==> src/rtl/regfile_sb.sv <==
// Two-write, two-read register file with load-busy scoreboard for the multicycle datapath.
// Port A has priority over port B on a same-address write; optional zero register and write bypass.
module regfile_sb #(
  parameter int DATA_W   = 32,
  parameter int ADDR_W   = 5,
  parameter int ZERO_REG = 1,
  parameter int BYPASS   = 1
) (
  input  logic              clk,
  input  logic              rst_n,
  input  logic [ADDR_W-1:0] ra1,
  input  logic [ADDR_W-1:0] ra2,
  output logic [DATA_W-1:0] rd1,
  output logic [DATA_W-1:0] rd2,
  input  logic              we_a,
  input  logic [ADDR_W-1:0] wa_a,
  input  logic [DATA_W-1:0] wd_a,
  input  logic              we_b,
  input  logic [ADDR_W-1:0] wa_b,
  input  logic [DATA_W-1:0] wd_b,
  input  logic              mark,
  input  logic [ADDR_W-1:0] mark_addr,
  output logic              busy1,
  output logic              busy2,
  output logic [ADDR_W:0]   busy_cnt,
  output logic              wr_conflict
);

  localparam int DEPTH = 1 << ADDR_W;

  logic [DATA_W-1:0] rf [DEPTH];
  logic [DEPTH-1:0]  busy;
  logic [DEPTH-1:0]  busy_nxt;
  logic [ADDR_W:0]   cnt_nxt;
  logic              wen_a;
  logic              wen_b;

  assign wen_a = we_a && !((ZERO_REG != 0) && (wa_a == '0));
  assign wen_b = we_b && !((ZERO_REG != 0) && (wa_b == '0));

  // Port B is applied first so port A overwrites it on a same-address write.
  always_ff @(posedge clk or negedge rst_n) begin
    if (!rst_n) begin
      for (int i = 0; i < DEPTH; i++) rf[i] <= '0;
    end else begin
      if (wen_b) rf[wa_b] <= wd_b;
      if (wen_a) rf[wa_a] <= wd_a;
    end
  end

  // Mark is applied last so it wins over a same-cycle load writeback clear.
  always_comb begin
    busy_nxt = busy;
    if (we_b) busy_nxt[wa_b] = 1'b0;
    if (mark) busy_nxt[mark_addr] = 1'b1;
    if (ZERO_REG != 0) busy_nxt[0] = 1'b0;
  end

  always_comb begin
    cnt_nxt = '0;
    for (int i = 0; i < DEPTH; i++) cnt_nxt = cnt_nxt + {{ADDR_W{1'b0}}, busy_nxt[i]};
  end

  always_ff @(posedge clk or negedge rst_n) begin
    if (!rst_n) begin
      busy        <= '0;
      busy_cnt    <= '0;
      wr_conflict <= 1'b0;
    end else begin
      busy        <= busy_nxt;
      busy_cnt    <= cnt_nxt;
      wr_conflict <= we_a && we_b && (wa_a == wa_b);
    end
  end

  always_comb begin
    rd1 = rf[ra1];
    if (BYPASS != 0) begin
      if (we_a && (wa_a == ra1))      rd1 = wd_a;
      else if (we_b && (wa_b == ra1)) rd1 = wd_b;
    end
    if ((ZERO_REG != 0) && (ra1 == '0)) rd1 = '0;
  end

  always_comb begin
    rd2 = rf[ra2];
    if (BYPASS != 0) begin
      if (we_a && (wa_a == ra2))      rd2 = wd_a;
      else if (we_b && (wa_b == ra2)) rd2 = wd_b;
    end
    if ((ZERO_REG != 0) && (ra2 == '0)) rd2 = '0;
  end

  assign busy1 = busy[ra1];
  assign busy2 = busy[ra2];

endmodule

==> config.mk <==
export PLATFORM = sky130hd
export DESIGN_NAME = regfile_sb
export DESIGN_NICKNAME = d
export VERILOG_FILES = /design/src/rtl/regfile_sb.sv
export SDC_FILE = /design/constraint.sdc
export NUM_CORES = 2
export LEC_CHECK = 0
export CAP_MARGIN = 0
export CORE_UTILIZATION = 45
export DETAILED_ROUTE_END_ITERATION = 10
export GPL_TIMING_DRIVEN = 0
export MAX_ROUTING_LAYER = met4
export PLACE_DENSITY = 0.64
export SLEW_MARGIN = 30
export SYNTH_ARGS = -nofsm -noshare
export SYNTH_HDL_FRONTEND = slang
export SYNTH_SLANG_ARGS = --single-unit
==> constraint.sdc <==
create_clock -name clk -period 6.35 [get_ports clk]
set_input_delay 0.9525 -clock clk [delete_from_list [all_inputs] [get_ports clk]]
set_output_delay 0.9525 -clock clk [all_outputs]
set_load 0.01 [all_outputs]
# [Yosys cells after proc, flatten, opt, wreduce, memory -nomap -nowiden]
# Index checks and enable logic that the tools add are counted.
# Widths: inputs -> output; s select.
[word_totals] register_bits=1062 wordCells=137 output_inout_bits=73
[classes] n_bitwise=7 n_reduce_logical=18 n_eq_ne=5 n_addsub=30 magnitude_cmp=12 mux=30
[ops] op="$bwmux 1024" n=2
[ops] op="$mux 1024" n=2
[ops] op="$mux 32" n=14
[ops] op="$bmux 32 s5" n=2
[ops] op="$demux 32 s5" n=2
[ops] op="$add 6x1->6" n=25
[ops] op="$and 32x32->32" n=1
[ops] op="$not 32->32" n=1
[ops] op="$or 32x32->32" n=1
[ops] op="$eq 5x5->1" n=5
[ops] op="$ge 6x6->1 const B" n=4
[ops] op="$lt 5x6->1 const B" n=4
[ops] op="$not 5->6" n=4
[ops] op="$logic_not 5->1" n=4
[ops] op="$logic_and 1x1->1" n=12
[ops] op="$lt 6x1->1 const B" n=2
[ops] op="$bmux 1 s5" n=2
[ops] op="$demux 1 s5" n=2
[ops] op="$ge 5x1->1 const B" n=2
[ops] op="$add 5x1->6" n=1
[ops] op="$add 4x1->5" n=1
[ops] op="$add 3x1->4" n=1
[ops] op="$mux 1" n=4
[ops] op="$add 2x1->3" n=1
[ops] op="2 further kinds" n=3

# [Depth between registers and ports, before layout]
[depth] ltp_word=39 depth_mapped=23

# [Worst setup path after synthesis]
# OpenSTA, ideal clock, no wires.
[synth_timing] path_kind="input to register" startpoint="in wa_b[0]" endpoint="reg busy_cnt[4]" setup_slack_ps=-509 arrival_ps=6779 setup_ps=80 path_stages=19 path_buffers=3 path_cell_list="buf_2 nand2b_1 buf_2 nor3_2 nand2_1 clkbuf_1 a22oi_1 fa_1 fa_1 fa_1 inv_1 fa_1 fa_1 fa_1 fa_1 fa_1 a21o_1 a21oi_1 xnor2_1"
[synth_between] elab_chain_len=39
[synth_rtl] item="from (decl)" line="19" text="input logic [ADDR_W-1:0] wa_b,"
[synth_rtl] item="$lt 5x6->1 (not written as such) or $ge 5x1->1 (tied branches)" line="54" text="if (we_b) busy_nxt[wa_b] = 1'b0;"
[synth_rtl] item="$logic_and 1x1->1 (not written as such)" line="54"
[synth_rtl] item="$mux 1 (not written as such)" line="54"
[synth_rtl] item="$demux 1 s5 *" line="54"
[synth_rtl] item="$not 32->32 (no line) *"
[synth_rtl] item="$and 32x32->32 (no line) *"
[synth_rtl] item="$mux 32 *" line="54"
[synth_rtl] item="$or 32x32->32 (no line)"
[synth_rtl] item="$mux 32 *" line="55" text="if (mark) busy_nxt[mark_addr] = 1'b1;"
[synth_rtl] item="$add 1x1->2" line="61" text="for (int i = 0; i < DEPTH; i++) cnt_nxt = cnt_nxt + {{ADDR_W{1'b0}}, busy_nxt[i]};"
[synth_rtl] item="$add 2x1->3" line="61"
[synth_rtl] item="$add 3x1->4" line="61"
[synth_rtl] item="$add 4x1->5" line="61"
[synth_rtl] item="$add 5x1->6" line="61"
[synth_rtl] item="$add 6x1->6 (24 in a row)" line="61"
[synth_rtl] item="$add 6x1->6 *" line="61"
[synth_rtl] item="net cnt_nxt[4]" line="34" text="logic [ADDR_W:0] cnt_nxt;"
[synth_rtl] item="to (signal assigned)" line="71" text="busy_cnt <= cnt_nxt;"
[synth_rtl] item="to (decl)" line="25" text="output logic [ADDR_W:0] busy_cnt,"
# The timed path passes the listed nets; every way through them passes the cells marked *.

# [Final worst setup path]
[layout_timing] startpoint="in wa_a[3]" endpoint="out rd1[16]"
[layout_between] elab_chain_len=4
[layout_rtl] item="from (decl)" line="16" text="input logic [ADDR_W-1:0] wa_a,"
[layout_rtl] item="$eq 5x5->1" line="79" text="if (we_a && (wa_a == ra1)) rd1 = wd_a;"
[layout_rtl] item="$logic_and 1x1->1" line="79"
[layout_rtl] item="$mux 32" line="79"
[layout_rtl] item="$mux 32" line="82" text="if ((ZERO_REG != 0) && (ra1 == '0)) rd1 = '0;"
[layout_rtl] item="to (decl)" line="13" text="output logic [DATA_W-1:0] rd1,"
# Every way passes these cells.

==> run_summary.xml <==
<?xml version="1.0" encoding="UTF-8"?>
<metrics>
  <group name="setup_path">
    <metric name="cp_data_required_time" unit="ns">5.40</metric>
    <metric name="capturing_point_of_the_worst_reg2reg_path" unit="">busy_cnt[4]$_DFF_PN0_</metric>
    <metric name="slowest_delay" unit="ns">1.08</metric>
    <metric name="critPathArrivalTime" unit="ns">5.70</metric>
    <metric name="worst_setup_path_end_kind" unit="">primary output</metric>
    <metric name="path_depth" unit="">9</metric>
    <metric name="worst_setup_sp_type" unit="">input pin</metric>
    <metric name="crit_path_max_fanout" unit="">10</metric>
    <metric name="crit_path_cell_trace" unit="">clkdlybuf4s50_1, clkbuf_1, xnor2_1, nand4_1, o21ai_1, clkbuf_1, nor4_1, a221o_1, clkdlybuf4s50_1</metric>
    <metric name="reg2reg_setup_slack" unit="ns">1.18</metric>
    <metric name="cp.buffers_inverters" unit="">4</metric>
    <metric name="critPathKind" unit="">in -&gt; out</metric>
    <metric name="setup.worst_path.end" unit="">rd1[16]</metric>
    <metric name="timing.reg2reg.worst_path_depth" unit="">14</metric>
    <metric name="reg2reg_from" unit="">busy[2]$_DFF_PN0_</metric>
    <metric name="cpMaxStageDelayCell" unit="">o21ai_1</metric>
    <metric name="path_delay_family" unit="">buffers and inverters</metric>
    <metric name="worstSetupStartpoint" unit="">wa_a[3]</metric>
  </group>
  <group name="timing">
    <metric name="period_share" unit="">1.05</metric>
    <metric name="tightest_slew" unit="ns">1.19</metric>
    <metric name="setup_total_negative_slack" unit="ns">-4.94</metric>
    <metric name="rsz0062_at_grt" unit="">yes</metric>
    <metric name="final.setup.worst_slack" unit="ns">-0.302</metric>
    <metric name="report.final.setup_viol" unit="">37</metric>
    <metric name="whs" unit="ns">0.0110</metric>
    <metric name="final.setup_skew" unit="ns">0.0102</metric>
    <metric name="final.min_clock_period" unit="ns">6.65</metric>
    <metric name="max_freq" unit="MHz">150</metric>
    <metric name="final-hold-violation-count" unit="">0</metric>
    <metric name="worst_slew_margin_rel" unit="">0.199</metric>
    <metric name="timing_max_transition_violations_final" unit="">0</metric>
  </group>
  <group name="clocking">
    <metric name="tritoncts_clock_tree" unit="">built</metric>
    <metric name="clk_path_buf_depth" unit="">3</metric>
    <metric name="clockRootBuffer" unit="">clkbuf_16</metric>
    <metric name="cts.htree.levels" unit="">4</metric>
    <metric name="cts.sink_count" unit="">1062</metric>
    <metric name="cts_made_buffers" unit="">132</metric>
    <metric name="clkTransAtPathRegs" unit="ns">0.06</metric>
    <metric name="worstSkewPairLatency" unit="ns">0.81</metric>
  </group>
  <group name="run_status">
    <metric name="violated_checks" unit="">setup timing</metric>
    <metric name="run_status" unit="">finished with violations</metric>
  </group>
  <group name="detailed_routing">
    <metric name="drt_first_pass_iters" unit="">7</metric>
    <metric name="antenna_left" unit="">0</metric>
    <metric name="post_drt_via_cell_ratio" unit="">7.16</metric>
    <metric name="drc_errors" unit="">0</metric>
    <metric name="wire_per_inst" unit="µm">44.1</metric>
    <metric name="drt-total-wl" unit="µm">388000</metric>
    <metric name="drt_iter0_markers" unit="">10500</metric>
    <metric name="route.vias.total" unit="">62900</metric>
  </group>
  <group name="logic_synthesis">
    <metric name="synthCells" unit="">6438</metric>
    <metric name="netlist-cell-type-count" unit="">55</metric>
    <metric name="synthesis.nets" unit="">6562</metric>
    <metric name="synth_seq_area_share" unit="">0.398</metric>
    <metric name="netlist_area_before_placement" unit="mm²">0.0667</metric>
    <metric name="asyncSetResetFlopFracSynth" unit="">1.00</metric>
    <metric name="synthesis.yosys.warnings" unit="">0</metric>
    <metric name="count_of_flip_flops_with_a_built_in_enable_after_synthesis" unit="">0</metric>
    <metric name="ys_seq_elements" unit="">1062</metric>
    <metric name="syn_avg_cell_area" unit="µm²">10.4</metric>
    <metric name="synth_ff_type" unit="">dfrtp_1</metric>
  </group>
  <group name="power">
    <metric name="intPower" unit="µW">17400</metric>
    <metric name="power.sequential.fraction" unit="">0.361</metric>
    <metric name="power.combinational.fraction" unit="">0.350</metric>
    <metric name="total_leakage_power" unit="µW">0.0341</metric>
    <metric name="cellPowerDensity" unit="mW/mm²">366</metric>
    <metric name="p_sw" unit="µW">10600</metric>
    <metric name="clock_power_share" unit="">0.288</metric>
    <metric name="finalPower" unit="µW">27900</metric>
    <metric name="largest_vdd_supply_drop" unit="µV">792</metric>
    <metric name="power.switching_fraction" unit="">0.378</metric>
  </group>
  <group name="floorplanning">
    <metric name="die_h" unit="µm">387</metric>
    <metric name="floorplan.die.width" unit="µm">387</metric>
    <metric name="ios" unit="">167</metric>
    <metric name="floorplan.die_area" unit="mm²">0.150</metric>
    <metric name="floorplan.rows" unit="">140</metric>
    <metric name="floorplan.initialDensity" unit="">0.456</metric>
    <metric name="core-area" unit="mm²">0.146</metric>
  </group>
  <group name="global_route">
    <metric name="largest_net_degree_at_the_start_of_global_routing" unit="">121</metric>
    <metric name="grt_overflow_total" unit="">0</metric>
    <metric name="global_route.usage.total" unit="">0.523</metric>
    <metric name="grt_pass1_wl" unit="µm">515000</metric>
    <metric name="first_global_vias" unit="">59800</metric>
    <metric name="gr-max-usage-layer" unit="">met2</metric>
    <metric name="initial_antenna_violation_count" unit="">33</metric>
    <metric name="met1_use_gr" unit="">0.646</metric>
    <metric name="met3_usage" unit="">0.225</metric>
    <metric name="globalRouteMet2Util" unit="">0.696</metric>
  </group>
  <group name="job">
    <metric name="timing.max_cap.violations" unit="">0</metric>
  </group>
  <group name="finish">
    <metric name="flow.area_growth_from_synthesis" unit="%">14.3</metric>
    <metric name="drive_above_1_share" unit="">0.165</metric>
    <metric name="final_cell_count_no_fill" unit="">8785</metric>
    <metric name="postLayoutCellArea" unit="mm²">0.0763</metric>
    <metric name="nNetsFinal" unit="">6860</metric>
  </group>
  <group name="placed_design">
    <metric name="dpl.hpwl" unit="µm">313000</metric>
    <metric name="port-buffer-count" unit="">115</metric>
    <metric name="placed_cells" unit="">8489</metric>
    <metric name="gp_congestion" unit="">1.10</metric>
    <metric name="placed_area" unit="mm²">0.0710</metric>
  </group>
  <group name="hold_path">
    <metric name="worstHoldPathType" unit="">in -&gt; async</metric>
  </group>
</metrics>
[power by group through the flow]
stage | logic, µW | registers (µW) | clock network, µW
global placement | 8990 | 10000 | 0
global route | 10300 | 10200 | 8240
detailed placement | 9250 | 10000 | 0
finish | 9790 | 10100 | 8050
CTS | 9300 | 9950 | 7990
floorplan | 5990 | 9490 | 0
[layer usage]
layer,vias up,routed length (µm)
met3,1133,56000
li1,24700,-
met2,4987,157000
met1,32100,146000
met5,-,0
met4,0,29200
[timing repair]
item	4_1_cts	5_1_grt
setup buffers	22	12
hold buffers	0	0
pin swaps	10	3
gates resized for setup	85	35
endpoints found under the setup margin	28	20
[registers in the layout (all words and copies together), names as in the netlist]
register,flops
busy_cnt,6
busy,31
rf,1024
wr_conflict,1
[cells in the final DEF (no fill, tap or decap), drive strengths merged, types with 7 or more instances in the layout]
master,synthesis,final
a211oi,82,82
a21oi,381,381
a221o,60,60
a221oi,28,28
a22o,85,85
a22oi,350,350
a32oi,60,60
and2,23,23
and3,15,15
buf,253,304
clkbuf,588,787
clkdlybuf4s50,0,111
clkinv,0,24
dfrtp,1062,1062
diode,0,30
fa,23,23
ha,7,7
inv,42,49
mux2,52,52
mux2i,864,864
mux4,404,404
nand2,698,698
nand3,9,9
nand3b,7,7
nor2,400,400
nor2b,9,9
nor3,19,19
nor3b,28,28
nor4,53,53
o21ai,642,642
o221ai,127,127
xnor2,19,19
xor2,9,9
[cell type report]
type	instances	area (µm²)
diodes	30	75.1
plain buffers	836	3910
clock buffers	198	3880
clock inverters	38	584
fillers	13300	70200
inverters	42	158
multi-input cells	4493	36800
flip-flops and latches	1062	26600
well taps	1917	2400
repair buffers	169	1860
[worst min path at each step]
stage	start	endpoint	slack, ns	depth (start not counted)
floorplan	rf[1000]$_DFF_PN0_	rf[1000]$_DFF_PN0_	0.44	1
global placement	rf[992]$_DFF_PN0_	rf[992]$_DFF_PN0_	0.45	1
detailed placement	rf[1015]$_DFF_PN0_	rf[1015]$_DFF_PN0_	0.46	1
CTS	rst_n	rf[825]$_DFF_PN0_	0.03	1
global route	rst_n	rf[830]$_DFF_PN0_	0.05	1
finish	rst_n	rf[830]$_DFF_PN0_	0.01	1
[cells by family (layout without fill, tap and decap cells)]
logic type,after synthesis,after routing,synth area share
adder cells (fa/ha/maj),30,30,0.00821
other,0,30,0
AO/OA/AOI/OAI,1831,1831,0.178
buffers and inverters,883,1283,0.0563
AND/OR/NAND/NOR,1284,1284,0.0807
XOR/XNOR,28,28,0.00367
flip-flops,1062,1062,0.398
multiplexers,1320,1320,0.275
[worst register-to-register path, cell delays in order (launching register included)]
cell and delay, ns:
dfrtp_1 0.39, a22o_1 0.25, fa_1 0.64, inv_1 0.09, fa_1 0.49, fa_1 0.52
inv_1 0.05, fa_1 0.45, fa_1 0.54, fa_1 0.47, fa_2 0.40, fa_2 0.37
a21o_1 0.18, a21oi_2 0.12, xnor2_1 0.12
[Yosys cell counts (4+ instances only)]
cell type | instances | area [µm²]
inv_1 | 38 | 143
buf_1 | 65 | 244
nor4_1 | 53 | 332
nand2_1 | 697 | 2620
and3_1 | 15 | 93.8
or3b_1 | 4 | 35.0
mux2i_1 | 864 | 8650
mux2_2 | 52 | 586
nor3_1 | 7 | 35.0
nor2_1 | 395 | 1480
nand3_1 | 9 | 45.0
nand2b_1 | 6 | 37.5
buf_4 | 41 | 308
a211oi_1 | 82 | 616
and2_1 | 23 | 144
a221oi_2 | 28 | 420
dfrtp_1 | 1062 | 26600
a221o_1 | 60 | 601
xnor2_1 | 19 | 166
a32oi_1 | 60 | 526
o21ai_1 | 224 | 1120
ha_1 | 7 | 87.6
or3_1 | 4 | 25.0
nand3b_1 | 7 | 52.6
buf_2 | 131 | 656
o221ai_1 | 127 | 1110
a21o_1 | 6 | 45.0
a22oi_1 | 350 | 2630
nor3b_1 | 28 | 210
a22o_1 | 85 | 744
a21oi_1 | 381 | 1910
nor2b_1 | 9 | 56.3
nor2_2 | 5 | 31.3
nor3_2 | 12 | 120
buf_6 | 16 | 180
inv_2 | 4 | 15.0
fa_1 | 23 | 460
xor2_1 | 9 | 78.8
o21ai_0 | 418 | 2090
nand4_1 | 4 | 25.0
mux4_2 | 404 | 9100
clkbuf_1 | 587 | 2200
[per-stage QoR]
step	setup WS [ns]	util
2_1_floorplan	-0.0289	-
3_3_place_gp	-47.82	0.481
5_1_grt	-0.122	0.521
4_1_cts	-0.0571	0.519
3_5_place_dp	-2.21	0.485
6_report	-0.302	0.521
Note: power is estimated with default switching activity, not from simulation.
